## config.mk

```make
export PLATFORM = sky130hd
export DESIGN_NAME = wb_stream_loader_flat
export DESIGN_NICKNAME = d
export VERILOG_FILES = /design/src/rtl/wb_stream_loader_if.sv /design/src/rtl/wb_stream_loader.sv /design/src/flat_wrapper.sv
export SDC_FILE = /design/constraint.sdc
export NUM_CORES = 1
export LEC_CHECK = 0
export BUFFER_PORTS_ARGS = -buffer_cell sky130_fd_sc_hd__clkbuf_2
export CAP_MARGIN = 20
export CORE_ASPECT_RATIO = 1.4
export CORE_MARGIN = 2
export CORE_UTILIZATION = 25
export CTS_BUF_LIST = sky130_fd_sc_hd__clkbuf_4 sky130_fd_sc_hd__clkbuf_8
export CTS_CLUSTER_SIZE = 16
export DETAILED_ROUTE_END_ITERATION = 12
export PLACE_DENSITY_LB_ADDON = 0.1
export SETUP_SLACK_MARGIN = 0.02
export SLEW_MARGIN = 20
export SYNTH_ARGS = -nofsm -noshare
export SYNTH_HDL_FRONTEND = slang
export SYNTH_SLANG_ARGS = --single-unit
```

## constraint.sdc

```tcl
create_clock -name clk_i -period 1.9 [get_ports clk_i]
set_input_delay 0 -clock clk_i [delete_from_list [all_inputs] [get_ports clk_i]]
set_output_delay 0 -clock clk_i [all_outputs]
set_load 0.02 [all_outputs]
```

## src/rtl/wb_stream_loader_if.sv

```systemverilog
// Byte-stream, control/status and Wishbone master signals of wb_stream_loader.
// master: the loader itself; slave: the environment (stream source, controller, RAM).
interface wb_stream_loader_if #(
  parameter int ADR_WIDTH = 11
);
  logic [7:0]           rx_data_i;
  logic                 rx_valid_i;
  logic                 rx_ready_o;
  logic                 start_i;
  logic                 flush_i;
  logic                 busy_o;
  logic                 err_o;
  logic [ADR_WIDTH-2:0] words_o;
  logic                 wb_cyc_o;
  logic                 wb_stb_o;
  logic                 wb_we_o;
  logic [31:0]          wb_adr_o;
  logic [31:0]          wb_dat_o;
  logic [3:0]           wb_sel_o;
  logic [31:0]          wb_dat_i;
  logic                 wb_ack_i;

  modport master (
    input  rx_data_i, rx_valid_i, start_i, flush_i, wb_dat_i, wb_ack_i,
    output rx_ready_o, busy_o, err_o, words_o,
    output wb_cyc_o, wb_stb_o, wb_we_o, wb_adr_o, wb_dat_o, wb_sel_o
  );

  modport slave (
    output rx_data_i, rx_valid_i, start_i, flush_i, wb_dat_i, wb_ack_i,
    input  rx_ready_o, busy_o, err_o, words_o,
    input  wb_cyc_o, wb_stb_o, wb_we_o, wb_adr_o, wb_dat_o, wb_sel_o
  );
endinterface

```

## src/rtl/wb_stream_loader.sv

```systemverilog
// Packs a byte stream little-endian into 32-bit Wishbone writes at auto-incrementing word addresses.
// Optional read-back verify of every written word is built when WB_LOADER_READBACK_EN is defined.
module wb_stream_loader #(
  parameter logic [31:0] BASE_ADR       = 32'h0000_0000,
  parameter int          ADR_WIDTH      = 11,
  parameter int          TIMEOUT_CYCLES = 16
) (
  input  logic           clk_i,
  input  logic           rst_i,
  wb_stream_loader_if.master bus
);

  localparam int IDX_W = ADR_WIDTH - 2;
  localparam int TMO_W = $clog2(TIMEOUT_CYCLES + 1);

  typedef enum logic [2:0] {
    S_COLLECT = 3'd0,
    S_WRITE   = 3'd1,
    S_GAP     = 3'd2,
    S_VERIFY  = 3'd3,
    S_ERROR   = 3'd4
  } state_t;

  state_t               r_state;
  state_t               w_state_nxt;
  logic [1:0]           r_k;
  logic [3:0]           r_sel;
  logic [31:0]          r_word;
  logic [IDX_W-1:0]     r_idx;
  logic [ADR_WIDTH-2:0] r_words;
  logic                 r_flush_pend;
  logic                 r_err;
  logic [TMO_W-1:0]     r_tmo;

  logic w_in_bus;
  logic w_accept;
  logic w_flush_req;
  logic w_tmo_hit;
  logic w_clear;
  logic w_advance;
  logic w_set_err;

  assign w_in_bus    = (r_state == S_WRITE) || (r_state == S_VERIFY);
  // start_i wins over a byte offered in the same cycle; that byte is dropped
  assign w_accept    = (r_state == S_COLLECT) && bus.rx_valid_i && !bus.start_i;
  assign w_flush_req = bus.flush_i || r_flush_pend;
  assign w_tmo_hit   = (r_tmo == TMO_W'(TIMEOUT_CYCLES - 1));

`ifdef WB_LOADER_READBACK_EN
  logic [31:0] w_sel_mask;
  logic        w_rb_ok;

  assign w_sel_mask = {{8{r_sel[3]}}, {8{r_sel[2]}}, {8{r_sel[1]}}, {8{r_sel[0]}}};
  assign w_rb_ok    = ((bus.wb_dat_i ^ r_word) & w_sel_mask) == 32'h0;
`endif

  always_ff @(posedge clk_i or posedge rst_i) begin
    if (rst_i) begin
      r_state <= S_COLLECT;
    end else begin
      r_state <= w_state_nxt;
    end
  end

  always_comb begin
    w_state_nxt = r_state;
    w_clear     = 1'b0;
    w_advance   = 1'b0;
    w_set_err   = 1'b0;
    case (r_state)
      S_COLLECT: begin
        if (bus.start_i) begin
          w_clear = 1'b1;
        end else if (w_accept && (r_k == 2'd3)) begin
          w_state_nxt = S_WRITE;
        end else if (w_flush_req && ((r_k != 2'd0) || w_accept)) begin
          w_state_nxt = S_WRITE;
        end
      end
      S_WRITE: begin
        if (bus.wb_ack_i) begin
`ifdef WB_LOADER_READBACK_EN
          w_state_nxt = S_GAP;
`else
          w_state_nxt = S_COLLECT;
          w_advance   = 1'b1;
`endif
        end else if (w_tmo_hit) begin
          w_state_nxt = S_ERROR;
          w_set_err   = 1'b1;
        end
      end
`ifdef WB_LOADER_READBACK_EN
      // idle cycle lets the RAM's toggling ack register fall before the read
      S_GAP: begin
        w_state_nxt = S_VERIFY;
      end
      S_VERIFY: begin
        if (bus.wb_ack_i) begin
          if (w_rb_ok) begin
            w_state_nxt = S_COLLECT;
            w_advance   = 1'b1;
          end else begin
            w_state_nxt = S_ERROR;
            w_set_err   = 1'b1;
          end
        end else if (w_tmo_hit) begin
          w_state_nxt = S_ERROR;
          w_set_err   = 1'b1;
        end
      end
`endif
      S_ERROR: begin
        if (bus.start_i) begin
          w_state_nxt = S_COLLECT;
          w_clear     = 1'b1;
        end
      end
      default: begin
        w_state_nxt = S_COLLECT;
      end
    endcase
  end

  always_ff @(posedge clk_i or posedge rst_i) begin
    if (rst_i) begin
      r_k          <= 2'd0;
      r_sel        <= 4'h0;
      r_word       <= 32'h0;
      r_idx        <= '0;
      r_words      <= '0;
      r_flush_pend <= 1'b0;
      r_err        <= 1'b0;
    end else if (w_clear) begin
      r_k          <= 2'd0;
      r_sel        <= 4'h0;
      r_word       <= 32'h0;
      r_idx        <= '0;
      r_words      <= '0;
      r_flush_pend <= 1'b0;
      r_err        <= 1'b0;
    end else begin
      if (w_accept) begin
        r_word[{r_k, 3'b000} +: 8] <= bus.rx_data_i;
        r_sel[r_k]                 <= 1'b1;
        r_k                        <= r_k + 2'd1;
      end
      // clearing the word keeps unselected lanes of a later partial write at zero
      if (w_advance) begin
        r_idx  <= r_idx + 1'b1;
        r_k    <= 2'd0;
        r_sel  <= 4'h0;
        r_word <= 32'h0;
        if (r_words != '1) begin
          r_words <= r_words + 1'b1;
        end
      end
      if (w_set_err) begin
        r_err <= 1'b1;
      end
      if (r_state == S_COLLECT) begin
        r_flush_pend <= 1'b0;
      end else if (bus.flush_i) begin
        r_flush_pend <= 1'b1;
      end
    end
  end

  always_ff @(posedge clk_i or posedge rst_i) begin
    if (rst_i) begin
      r_tmo <= '0;
    end else if (w_in_bus) begin
      r_tmo <= r_tmo + 1'b1;
    end else begin
      r_tmo <= '0;
    end
  end

  assign bus.rx_ready_o = (r_state == S_COLLECT);
  assign bus.busy_o     = (r_state != S_COLLECT);
  assign bus.err_o      = r_err;
  assign bus.words_o    = r_words;
  assign bus.wb_cyc_o   = w_in_bus;
  assign bus.wb_stb_o   = w_in_bus;
  assign bus.wb_we_o    = (r_state == S_WRITE);
  assign bus.wb_adr_o   = w_in_bus ? (BASE_ADR + {{(32-ADR_WIDTH){1'b0}}, r_idx, 2'b00}) : 32'h0;
  assign bus.wb_dat_o   = (r_state == S_WRITE) ? r_word : 32'h0;
  assign bus.wb_sel_o   = w_in_bus ? r_sel : 4'h0;

endmodule

```

## src/flat_wrapper.sv

```systemverilog
// flat-port wrapper written by rule: the top's interface ports become plain ports
module wb_stream_loader_flat 
#(
  parameter logic [31:0] BASE_ADR       = 32'h0000_0000,
  parameter int          ADR_WIDTH      = 11,
  parameter int          TIMEOUT_CYCLES = 16
)
  (clk_i, rst_i, bus_rx_data_i, bus_rx_valid_i, bus_start_i, bus_flush_i, bus_wb_dat_i, bus_wb_ack_i, bus_rx_ready_o, bus_busy_o, bus_err_o, bus_words_o, bus_wb_cyc_o, bus_wb_stb_o, bus_wb_we_o, bus_wb_adr_o, bus_wb_dat_o, bus_wb_sel_o);
  wb_stream_loader_if #(.ADR_WIDTH(ADR_WIDTH)) bus_i ();
  input  logic clk_i;
  input  logic rst_i;
  input wire logic [$bits(bus_i.rx_data_i)-1:0] bus_rx_data_i;
  input wire logic [$bits(bus_i.rx_valid_i)-1:0] bus_rx_valid_i;
  input wire logic [$bits(bus_i.start_i)-1:0] bus_start_i;
  input wire logic [$bits(bus_i.flush_i)-1:0] bus_flush_i;
  input wire logic [$bits(bus_i.wb_dat_i)-1:0] bus_wb_dat_i;
  input wire logic [$bits(bus_i.wb_ack_i)-1:0] bus_wb_ack_i;
  output wire logic [$bits(bus_i.rx_ready_o)-1:0] bus_rx_ready_o;
  output wire logic [$bits(bus_i.busy_o)-1:0] bus_busy_o;
  output wire logic [$bits(bus_i.err_o)-1:0] bus_err_o;
  output wire logic [$bits(bus_i.words_o)-1:0] bus_words_o;
  output wire logic [$bits(bus_i.wb_cyc_o)-1:0] bus_wb_cyc_o;
  output wire logic [$bits(bus_i.wb_stb_o)-1:0] bus_wb_stb_o;
  output wire logic [$bits(bus_i.wb_we_o)-1:0] bus_wb_we_o;
  output wire logic [$bits(bus_i.wb_adr_o)-1:0] bus_wb_adr_o;
  output wire logic [$bits(bus_i.wb_dat_o)-1:0] bus_wb_dat_o;
  output wire logic [$bits(bus_i.wb_sel_o)-1:0] bus_wb_sel_o;
  assign bus_i.rx_data_i = bus_rx_data_i;
  assign bus_i.rx_valid_i = bus_rx_valid_i;
  assign bus_i.start_i = bus_start_i;
  assign bus_i.flush_i = bus_flush_i;
  assign bus_i.wb_dat_i = bus_wb_dat_i;
  assign bus_i.wb_ack_i = bus_wb_ack_i;
  assign bus_rx_ready_o = bus_i.rx_ready_o;
  assign bus_busy_o = bus_i.busy_o;
  assign bus_err_o = bus_i.err_o;
  assign bus_words_o = bus_i.words_o;
  assign bus_wb_cyc_o = bus_i.wb_cyc_o;
  assign bus_wb_stb_o = bus_i.wb_stb_o;
  assign bus_wb_we_o = bus_i.wb_we_o;
  assign bus_wb_adr_o = bus_i.wb_adr_o;
  assign bus_wb_dat_o = bus_i.wb_dat_o;
  assign bus_wb_sel_o = bus_i.wb_sel_o;
  wb_stream_loader #(.BASE_ADR(BASE_ADR), .ADR_WIDTH(ADR_WIDTH), .TIMEOUT_CYCLES(TIMEOUT_CYCLES)) u_core (.clk_i(clk_i), .rst_i(rst_i), .bus(bus_i));
endmodule
```

# == Word level (Yosys, flattened, before mapping) ==
# Index checks and enable logic that the tools add are counted.
# op_classes
n_addsub,5
n_mul,0
div_mod_pow,0
order_cmp,2
eq_ne,10
shifts,2
mux,40
bitwise_logic,1
reduce_logical,20
# op_table
cell,n
32-bit 2-to-1 mux,4
32-bit bitwise mux,1
8-bit by 7-bit variable shift with 32-bit output (first input constant),1
8-bit by 7-bit indexed part select with 32-bit output,1
10-bit 2-to-1 mux,3
3-bit 2-to-1 mux,6
9-bit 2-to-1 mux,2
4-bit 2-to-1 mux,4
1-bit 2-to-1 mux,13
11-bit 2-to-1 mux,1
10-bit by 1-bit adder with 10-bit output (second input constant),1
10-bit inequality test (second input constant),1
9-bit by 1-bit adder with 9-bit output (second input constant),1
3-bit case mux with 3 select lines,1
3-bit nonzero test,3
2-bit nonzero test,4
5-bit negation with 7-bit output,1
2-bit 2-to-1 mux,3
5-bit by 1-bit adder with 5-bit output (second input constant),1
5-bit by 4-bit equality test with 1-bit output (second input constant),1
1-bit logical AND,5
5-bit 2-to-1 mux,1
2-bit inequality test (second input constant),2
4-bit bitwise OR,1
other kinds (16),18
# word_totals
regBits,67
latchBits,0
ramBits,0
romBits,0
word_cells,89
memories,0

# == Depth between registers and ports, before layout ==
# Gate-level depths: netlist of the first run.
# depth
ltp_word,9
depth_mapped,7

# == Least setup slack after synthesis of the first run ==
# No wires, ideal clock.
# synth_path
path_kind,reg2reg
from,register u_core.r_words[0] (netlist: u_core.bus.words_o[0])
to,register u_core.r_words[7] (netlist: u_core.bus.words_o[7])
arrival_ps,1664
t_required_ps,1776
setup_slack_ps,112
stages_incl_launch_ff,6
n_path_buf,0
cell_sequence,dfrtp_1 -> ha_1 -> nand4_2 -> o31ai_4 -> nor3b_1 -> a211o_1
# synth_via
elab_chain_cells,4
elab_cells_between_ends,7
# synth_lines
element,line_no,source
start: declaration,wb_stream_loader.sv:30,logic [ADR_WIDTH-2:0] r_words;
start signal: assignment,wb_stream_loader.sv:155,r_words <= r_words + 1'b1;
10-bit by 1-bit adder with 10-bit output,wb_stream_loader.sv:155,
10-bit 2-to-1 mux,wb_stream_loader.sv:154,if (r_words != '1) begin
10-bit 2-to-1 mux,wb_stream_loader.sv:149,if (w_advance) begin
10-bit 2-to-1 mux,wb_stream_loader.sv:134,end else if (w_clear) begin
# Parallel ways exist; a longest one is shown, timed or not. The select of a mux whose other input is x is not followed.
# A chain may end at the register's enable or synchronous reset.

# == Worst setup path after layout of the first run ==
# layout_path
from,register u_core.r_words[0] (netlist: u_core.bus.words_o[0])
to,register u_core.r_words[1] (netlist: u_core.bus.words_o[1])
# Same word-level chain as after synthesis.

==> metrics.cfg, run 1 <==
[status]
status = finished clean

[drt]
vias = 2775
wl_per_cell_um = 14.9
ant_nets = 0
totalWireLength_um = 9470
drt_iter0_drc = 71
via_per_inst = 4.36
first_pass_iters = 4
drc = 0

[die]
die_x_um = 104
initial_core_util_pct = 25.3
core_region_area_um2 = 13800
fp.dieH_um = 144
ioPinCount = 130
dieArea_um2 = 14900
placementRows = 51

[grt]
grt_use_total_pct = 13.2
grt_start_max_net_pins = 36
antenna_found_initial = 0
grt_pass1_vias = 2770
grt_first_pass_wirelength_um = 15100
grt-ovfl-total = 0

[sta]
min_period_ns = 1.77
fin_worst_skew_ns = 0.0140
final.setup.tns_ns = 0
fin_crit_sh_pct = 93.1
max_freq_mhz = 565
fin_ws_ns = 0.130
rsz0062_at_grt = false
slew_violations = 0
setup_viol = 0
hold_violations = 0
tightestPinTransition_ns = 0.747
slew_headroom_pct = 50.2

[critical_path]
required_ns = 2.13
critPathMaxFanout = 6
crit_path_start_kind = flip-flop
critPathArrivalTime_ns = 2.00
reg2reg_slack_ns = 0.13
reg2reg_to = u_core.bus.words_o[1]$_DFFE_PP0P_
startpoint = u_core.bus.words_o[0]$_DFFE_PP0P_
rr_startpoint = u_core.bus.words_o[0]$_DFFE_PP0P_
reg2regPathDepth = 5
endpoint = u_core.bus.words_o[1]$_DFFE_PP0P_
end_kind = flip-flop
critical_path_class = reg -> reg

[synthesis]
synth_xor_area_share_pct = 2.77
yosys.area.top_type_share_pct = 47.4
synth_mux_area_share_pct = 0
synth-simple-area-share_pct = 22.4
synth_top_family_by_area = simple AND/OR/NAND/NOR gates
syn_inst = 342
yosys-top-cells-area = dfrtp_1 (47%), and2_1 (8.3%), a22o_1 (6.5%), buf_4 (6.3%), ha_1 (3.6%)
synth_area_leader_cell = dfrtp_1
synth-compound-area-share_pct = 14.9
synth-adder-area-share_pct = 3.59
ys_types = 46
synth_area_per_cell_um2 = 10.2
synth_edf_count = 0
ys_warn_count = 0
netlist_area_um2 = 3480
async_flop_share_pct = 100
ys_seq_area_share_pct = 47.4
synth_ff_type = dfrtp_1
synth_seq_cells = 66

[pwr]
power_leakage_nw = 2.23
power.density_nw_per_um2 = 848
ir_worst_vdd_mv = 0.407

[cts]
clockBufferDepth = 2
cts-root-buf = clkbuf_8
clk_latency_ns = 0.36
htree_levels = 3
cts_tree = yes
cts_buffers = 9
clk_pin_slew_ns = 0.08
clock_sinks = 66

[place]
dpl.hpwl_um = 6620
gp_congestion = 0.701
portBuffers = 74
pre_cts_ws_ns = 0.0745

[min_path]
hp-class = in -> reg

[final_layout]
diodes = 0
layout-drive-gt1-share_pct = 28.8
nets = 503
area_growth_pct = 29.1

[flow_run]
cap_violations = 0

how the worst min path moves through the flow:
stage | start | end | depth (start not counted)
floorplan | bus_start_i | u_core.bus.err_o$_DFFE_PP0P_ | 1
global placement | rst_i | u_core.r_word[21]$_DFFE_PP0P_ | 2
detailed placement | rst_i | u_core.r_word[22]$_DFFE_PP0P_ | 2
CTS | bus_wb_ack_i | u_core.r_state[2]$_DFFE_PP0P_ | 3
global route | bus_wb_ack_i | u_core.r_state[2]$_DFFE_PP0P_ | 3
finish | bus_wb_ack_i | u_core.r_state[2]$_DFFE_PP0P_ | 3
metal layers:
metal  vias to the layer above  share of wire [%]  global-route usage, %  routed length [um]
met3                        13                3.3                   2.27                 315
met1                      1355                 44                   16.1                4210
met2                        65                 50                   22.6                4740
met5                         -                  0                      0                   0
met4                         0                2.2                   6.61                 205
li1                       1342                  -                      -                   -
critical path, cell delays in order, from the launching register on:
cell and delay, ns:
dfrtp_1 0.36, ha_1 0.22, nand4_2 0.21, o31ai_4 0.40, and2_1 0.32, o21ai_0 0.13
metrics by stage:
step	utilization [%]	hold WS [ns]	total power, mW	cells	area [um2]
2_1_floorplan	-	0.107	2.13	364	3560
3_3_place_gp	29.8	0.0246	2.43	607	4110
3_5_place_dp	29.8	0.0328	2.43	607	4110
4_1_cts	32.6	0.0476	3.88	636	4490
5_1_grt	32.6	0.0846	4.03	636	4490
6_report	32.6	0.0709	3.81	636	4490
layout make-up:
| cell class | count | area, um2 |
|---|---|---|
| Inverter | 11 | 43.8 |
| Tap cell | 185 | 231 |
| Fill cell | 1489 | 9290 |
| Clock inverter | 6 | 92.6 |
| Clock buffer | 9 | 124 |
| Multi-Input combinational cell | 247 | 1620 |
| Sequential cell | 66 | 1650 |
| Timing Repair Buffer | 112 | 733 |
cell usage after synthesis (all sizes together), types with 2 or more instances:
library cell   n
nand2b         2
nor3b          3
nand2         16
nor4b          2
o21ai          9
and3b          2
nand3         11
xnor2          8
and3           4
nor2          31
buf           34
clkbuf         6
a32o           2
a22oi          7
nor4           3
xor2           3
and2          46
nand4          2
a22o          26
a21oi         13
nor3           5
nand3b         2
or3            3
o211ai         2
dfrtp         66
inv           11
o31ai          3
ha            10
where the power goes:
group	total [mW]	internal, mW	switching (mW)	leakage, nW
Clock	1.35	0.736	0.612	0.102
Sequential	1.56	1.49	0.0705	0.911
Combinational	0.905	0.346	0.559	1.22
cell usage in the layout (no fill, tap or decap), types with 5 or more instances in the layout:
master,synthesis,final
a21oi_1,13,13
and2_1,46,46
xnor2_1,8,8
a22o_1,26,26
nor3_1,5,5
clkbuf_2,0,74
conb_1,1,23
dfrtp_1,66,64
a22oi_1,7,7
dlygate4sd3_1,0,11
inv_1,11,9
buf_4,29,24
nand3_1,11,11
nor2_1,31,31
nand2_1,14,14
ha_1,10,10
clkbuf_8,0,9
o21ai_0,9,9
logic make-up (layout without fill, tap and decap cells):
| logic type | after synthesis | in the layout |
|---|---|---|
| AND/OR/NAND/NOR | 135 | 135 |
| AO/OA/AOI/OAI | 68 | 68 |
| flip-flops | 66 | 66 |
| buffers and inverters | 51 | 138 |
| XOR/XNOR | 11 | 11 |
| adder cells (fa/ha/maj) | 10 | 10 |
| other | 1 | 23 |
registers in the layout, summed over array words and instances (netlist names):
signal / flops
u_core.r_word: 32
u_core.bus.words_o: 10
u_core.r_idx: 9
u_core.r_tmo: 5
u_core.r_sel: 4
u_core.r_k: 2
u_core.r_state: 2
u_core.bus.err_o: 1
u_core.r_flush_pend: 1
timing repair:
action	4_1_cts	5_1_grt
hold buffers	11	0
setup buffers	2	0
gates cloned	1	0
endpoints found under the hold margin	52	0
setup endpoints to repair	44	28
resized for setup	5	2
Power figures use the tool's default switching activity.
==> run 2: changes to the inputs <==
Settings changed: ABC_AREA from default to 1, SLEW_MARGIN 20 to 40.
==> metrics.cfg, run 2 <==
[sta]
slew_headroom_pct = 64.8  ; was 50.2%
rsz0062_at_grt = false  ; unchanged
max_freq_mhz = 599  ; was 565 MHz
min_period_ns = 1.67  ; was 1.77 ns
slew_violations = 0  ; unchanged
fin_worst_skew_ns = 0.00816  ; was 0.0140 ns
hold_violations = 0  ; unchanged
setup_viol = 0  ; unchanged
final.setup.tns_ns = 0  ; unchanged
tightestPinTransition_ns = 0.527  ; was 0.747 ns
fin_crit_sh_pct = 87.8  ; was 93.1%

[drt]
drc = 0  ; unchanged
totalWireLength_um = 9780  ; was 9470 um
wl_per_cell_um = 12.1  ; was 14.9 um
ant_nets = 0  ; unchanged
via_per_inst = 4.09  ; was 4.36
drt_iter0_drc = 104  ; was 71
first_pass_iters = 5  ; was 4
vias = 3297  ; was 2775

[synthesis]
synth_area_per_cell_um2 = 7.26  ; was 10.2 um2
synth_edf_count = 0  ; unchanged
synth_ff_type = dfrtp_1  ; unchanged
synth_seq_cells = 66  ; unchanged
ys_seq_area_share_pct = 44.4  ; was 47.4%
yosys-top-cells-area = dfrtp_1 (44%), nand2_1 (13%), inv_1 (8.8%), nor2_1 (7.8%), buf_4 (5.0%)  ; was dfrtp_1 (47%), and2_1 (8.3%), a22o_1 (6.5%), buf_4 (6.3%), ha_1 (3.6%)
synth_most_common_cell = nand2_1  ; was dfrtp_1
synth_area_leader_cell = dfrtp_1  ; unchanged
netlist_area_um2 = 3720  ; was 3480 um2
yosys.area.top_type_share_pct = 44.4  ; was 47.4%
ys_warn_count = 0  ; unchanged
ys_types = 26  ; was 46
async_flop_share_pct = 100  ; unchanged
syn_inst = 513  ; was 342
yosys-top-cells-count = nand2_1 (128), inv_1 (87), nor2_1 (77)  ; was dfrtp_1 (66), and2_1 (46), nor2_1 (31)

[cts]
clockBufferDepth = 2  ; unchanged
cts-root-buf = clkbuf_8  ; unchanged
clock_sinks = 66  ; unchanged
cts_tree = yes  ; unchanged
clk_latency_ns = 0.35  ; was 0.36 ns
htree_levels = 3  ; unchanged
cts_buffers = 9  ; unchanged
clk_pin_slew_ns = 0.08  ; about the same

[place]
place_area_um2 = 4280  ; was 4110 um2
gp_congestion = 0.787  ; was 0.701
portBuffers = 74  ; unchanged
dpl.hpwl_um = 7290  ; was 6620 um

[critical_path]
crit_path_start_kind = flip-flop  ; unchanged
reg2reg_to = u_core.r_word[4]$_DFFE_PP0P_  ; was u_core.bus.words_o[1]$_DFFE_PP0P_
critical_path_class = reg -> reg  ; unchanged
reg2reg_slack_ns = 0.23  ; was 0.13 ns
required_ns = 2.14  ; was 2.13 ns
rr_startpoint = u_core.r_k[1]$_DFFE_PP0P_  ; was u_core.bus.words_o[0]$_DFFE_PP0P_
critPathArrivalTime_ns = 1.91  ; was 2.00 ns
reg2regPathDepth = 7  ; was 5
end_kind = flip-flop  ; unchanged
critPathMaxFanout = 9  ; was 6

[min_path]
hold_depth = 7  ; was 3
hold_path_end = u_core.r_state[0]$_DFFE_PP0P_  ; was u_core.r_state[2]$_DFFE_PP0P_
hp-class = in -> reg  ; unchanged
hp-start = bus_rx_valid_i  ; was bus_wb_ack_i

[final_layout]
nets = 669  ; was 503
layout-drive-gt1-share_pct = 20.6  ; was 28.8%
mostFrequentLayoutCells = nand2_1 (127), inv_1 (85), nor2_1 (76), clkbuf_2 (74), dfrtp_1 (66)  ; was clkbuf_2 (74), dfrtp_1 (64), and2_1 (46), nor2_1 (31), a22o_1 (26)
max_flop_register = u_core.r_word  ; unchanged
postLayoutCellArea_um2 = 4630  ; was 4490 um2
area_growth_pct = 24.4  ; was 29.1%
diodes = 0  ; unchanged
final_common_cell = nand2_1  ; was clkbuf_2
largest_reg_flops = 32  ; unchanged

[pwr]
ir_worst_vdd_mv = 0.343  ; was 0.407 mV
power_leakage_nw = 2.29  ; was 2.23 nW
power.density_nw_per_um2 = 1030  ; was 848 nW/um2

[grt]
grt_pass1_vias = 3259  ; was 2770
grt_first_pass_wirelength_um = 16200  ; was 15100 um
grt_use_total_pct = 13.0  ; was 13.2%
grt_start_max_net_pins = 28  ; was 36
grt-ovfl-total = 0  ; unchanged
antenna_found_initial = 0  ; unchanged

[flow_run]
cap_violations = 0  ; unchanged

[die]
ioPinCount = 130  ; unchanged
initial_core_util_pct = 25.7  ; was 25.3%
fp.dieH_um = 148  ; was 144 um
dieArea_um2 = 15900  ; was 14900 um2
placementRows = 52  ; was 51
core_region_area_um2 = 14500  ; was 13800 um2
die_x_um = 107  ; was 104 um

[status]
status = finished clean  ; unchanged

## run 2: changes by cell type after synthesis, sizes merged, moves of 4 or more
cell / delta
a22o: -26
a22oi: -7
and2: -46
and3: -4
buf: -4
clkbuf: -4
inv: +79
nand2: +117
nand3: +22
nor2: +56
o21ai: +24
xnor2: -7
## run 2: worst max path at each step
stage | startpoint | endpoint | slack [ns]
floorplan | u_core.r_k[0]$_DFFE_PP0P_ | u_core.r_word[0]$_DFFE_PP0P_ | 0.06
global placement | u_core.r_k[1]$_DFFE_PP0P_ | u_core.r_word[0]$_DFFE_PP0P_ | 0.22
detailed placement | u_core.r_k[1]$_DFFE_PP0P_ | u_core.r_word[4]$_DFFE_PP0P_ | 0.14
CTS | u_core.r_k[1]$_DFFE_PP0P_ | u_core.r_word[4]$_DFFE_PP0P_ | 0.12
global route | u_core.r_k[1]$_DFFE_PP0P_ | u_core.r_word[3]$_DFFE_PP0P_ | 0.07
finish | u_core.r_k[1]$_DFFE_PP0P_ | u_core.r_word[4]$_DFFE_PP0P_ | 0.23
## run 2: cell type report
| cell class | count | area, um2 |
|---|---|---|
| fill | 1604 | 9880 |
| sequential | 66 | 1650 |
| multi-input combinational | 346 | 1590 |
| timing repair buffer | 99 | 613 |
| inverter | 91 | 345 |
| tap | 189 | 236 |
| clock buffer | 10 | 138 |
| clock inverter | 5 | 55.1 |
## run 2: cell families (layout without fill, tap and decap cells)
group | after synthesis | in the layout | synth area share (%)
other cells | 1 | 23 | 0.101
flops | 66 | 66 | 44.4
fa+ha+maj | 10 | 10 | 3.36
buf+inv | 123 | 205 | 15.3
compound gates | 46 | 46 | 6.18
simple gates | 263 | 263 | 29.8
xor+xnor | 4 | 4 | 0.941
## run 2: power by group
part | leakage, nW | internal [mW] | switching, mW
Clock | 0.0941 | 0.630 | 0.569
Sequential | 0.910 | 1.56 | 0.130
Combinational | 1.29 | 0.570 | 1.31
Total | 2.29 | 2.76 | 2.01
## run 2: critical path: stages (launching register included)
cell,delay [ns]
dfrtp_1,0.43
inv_1,0.12
ha_1,0.27
clkinvlp_4,0.24
nor2_4,0.25
nor2_2,0.12
nand2_1,0.09
nand2_1,0.05
## run 2: what timing repair did
action                                  4_1_cts  5_1_grt
endpoints found under the hold margin        38        0
gates resized for setup                       0        2
endpoints found under the setup margin        0       17
buffers inserted                              0        4
hold buffers                                 12        0
## run 2: per-layer routing
layer  part of all wire (%)  global-route usage, %  vias up
met5                      0                      0        -
met4                    1.7                   4.94        0
li1                       -                      -     1704
met1                     44                   15.4     1513
met3                    3.3                   2.63       10
met2                     51                   22.9       70
## run 2: through the flow
stage | power, mW | std cells | util (%) | hold slack (ns) | setup slack (ns)
finish | 4.77 | 806 | 31.9 | 0.122 | 0.231
global route | 5.15 | 806 | 31.9 | 0.154 | 0.0690
CTS | 4.79 | 802 | 31.7 | 0.102 | 0.120
detailed placement | 3.54 | 775 | 29.5 | 0.0687 | 0.145
global placement | 3.51 | 775 | 29.5 | 0.0590 | 0.219
floorplan | 2.99 | 535 | - | 0.145 | 0.0632
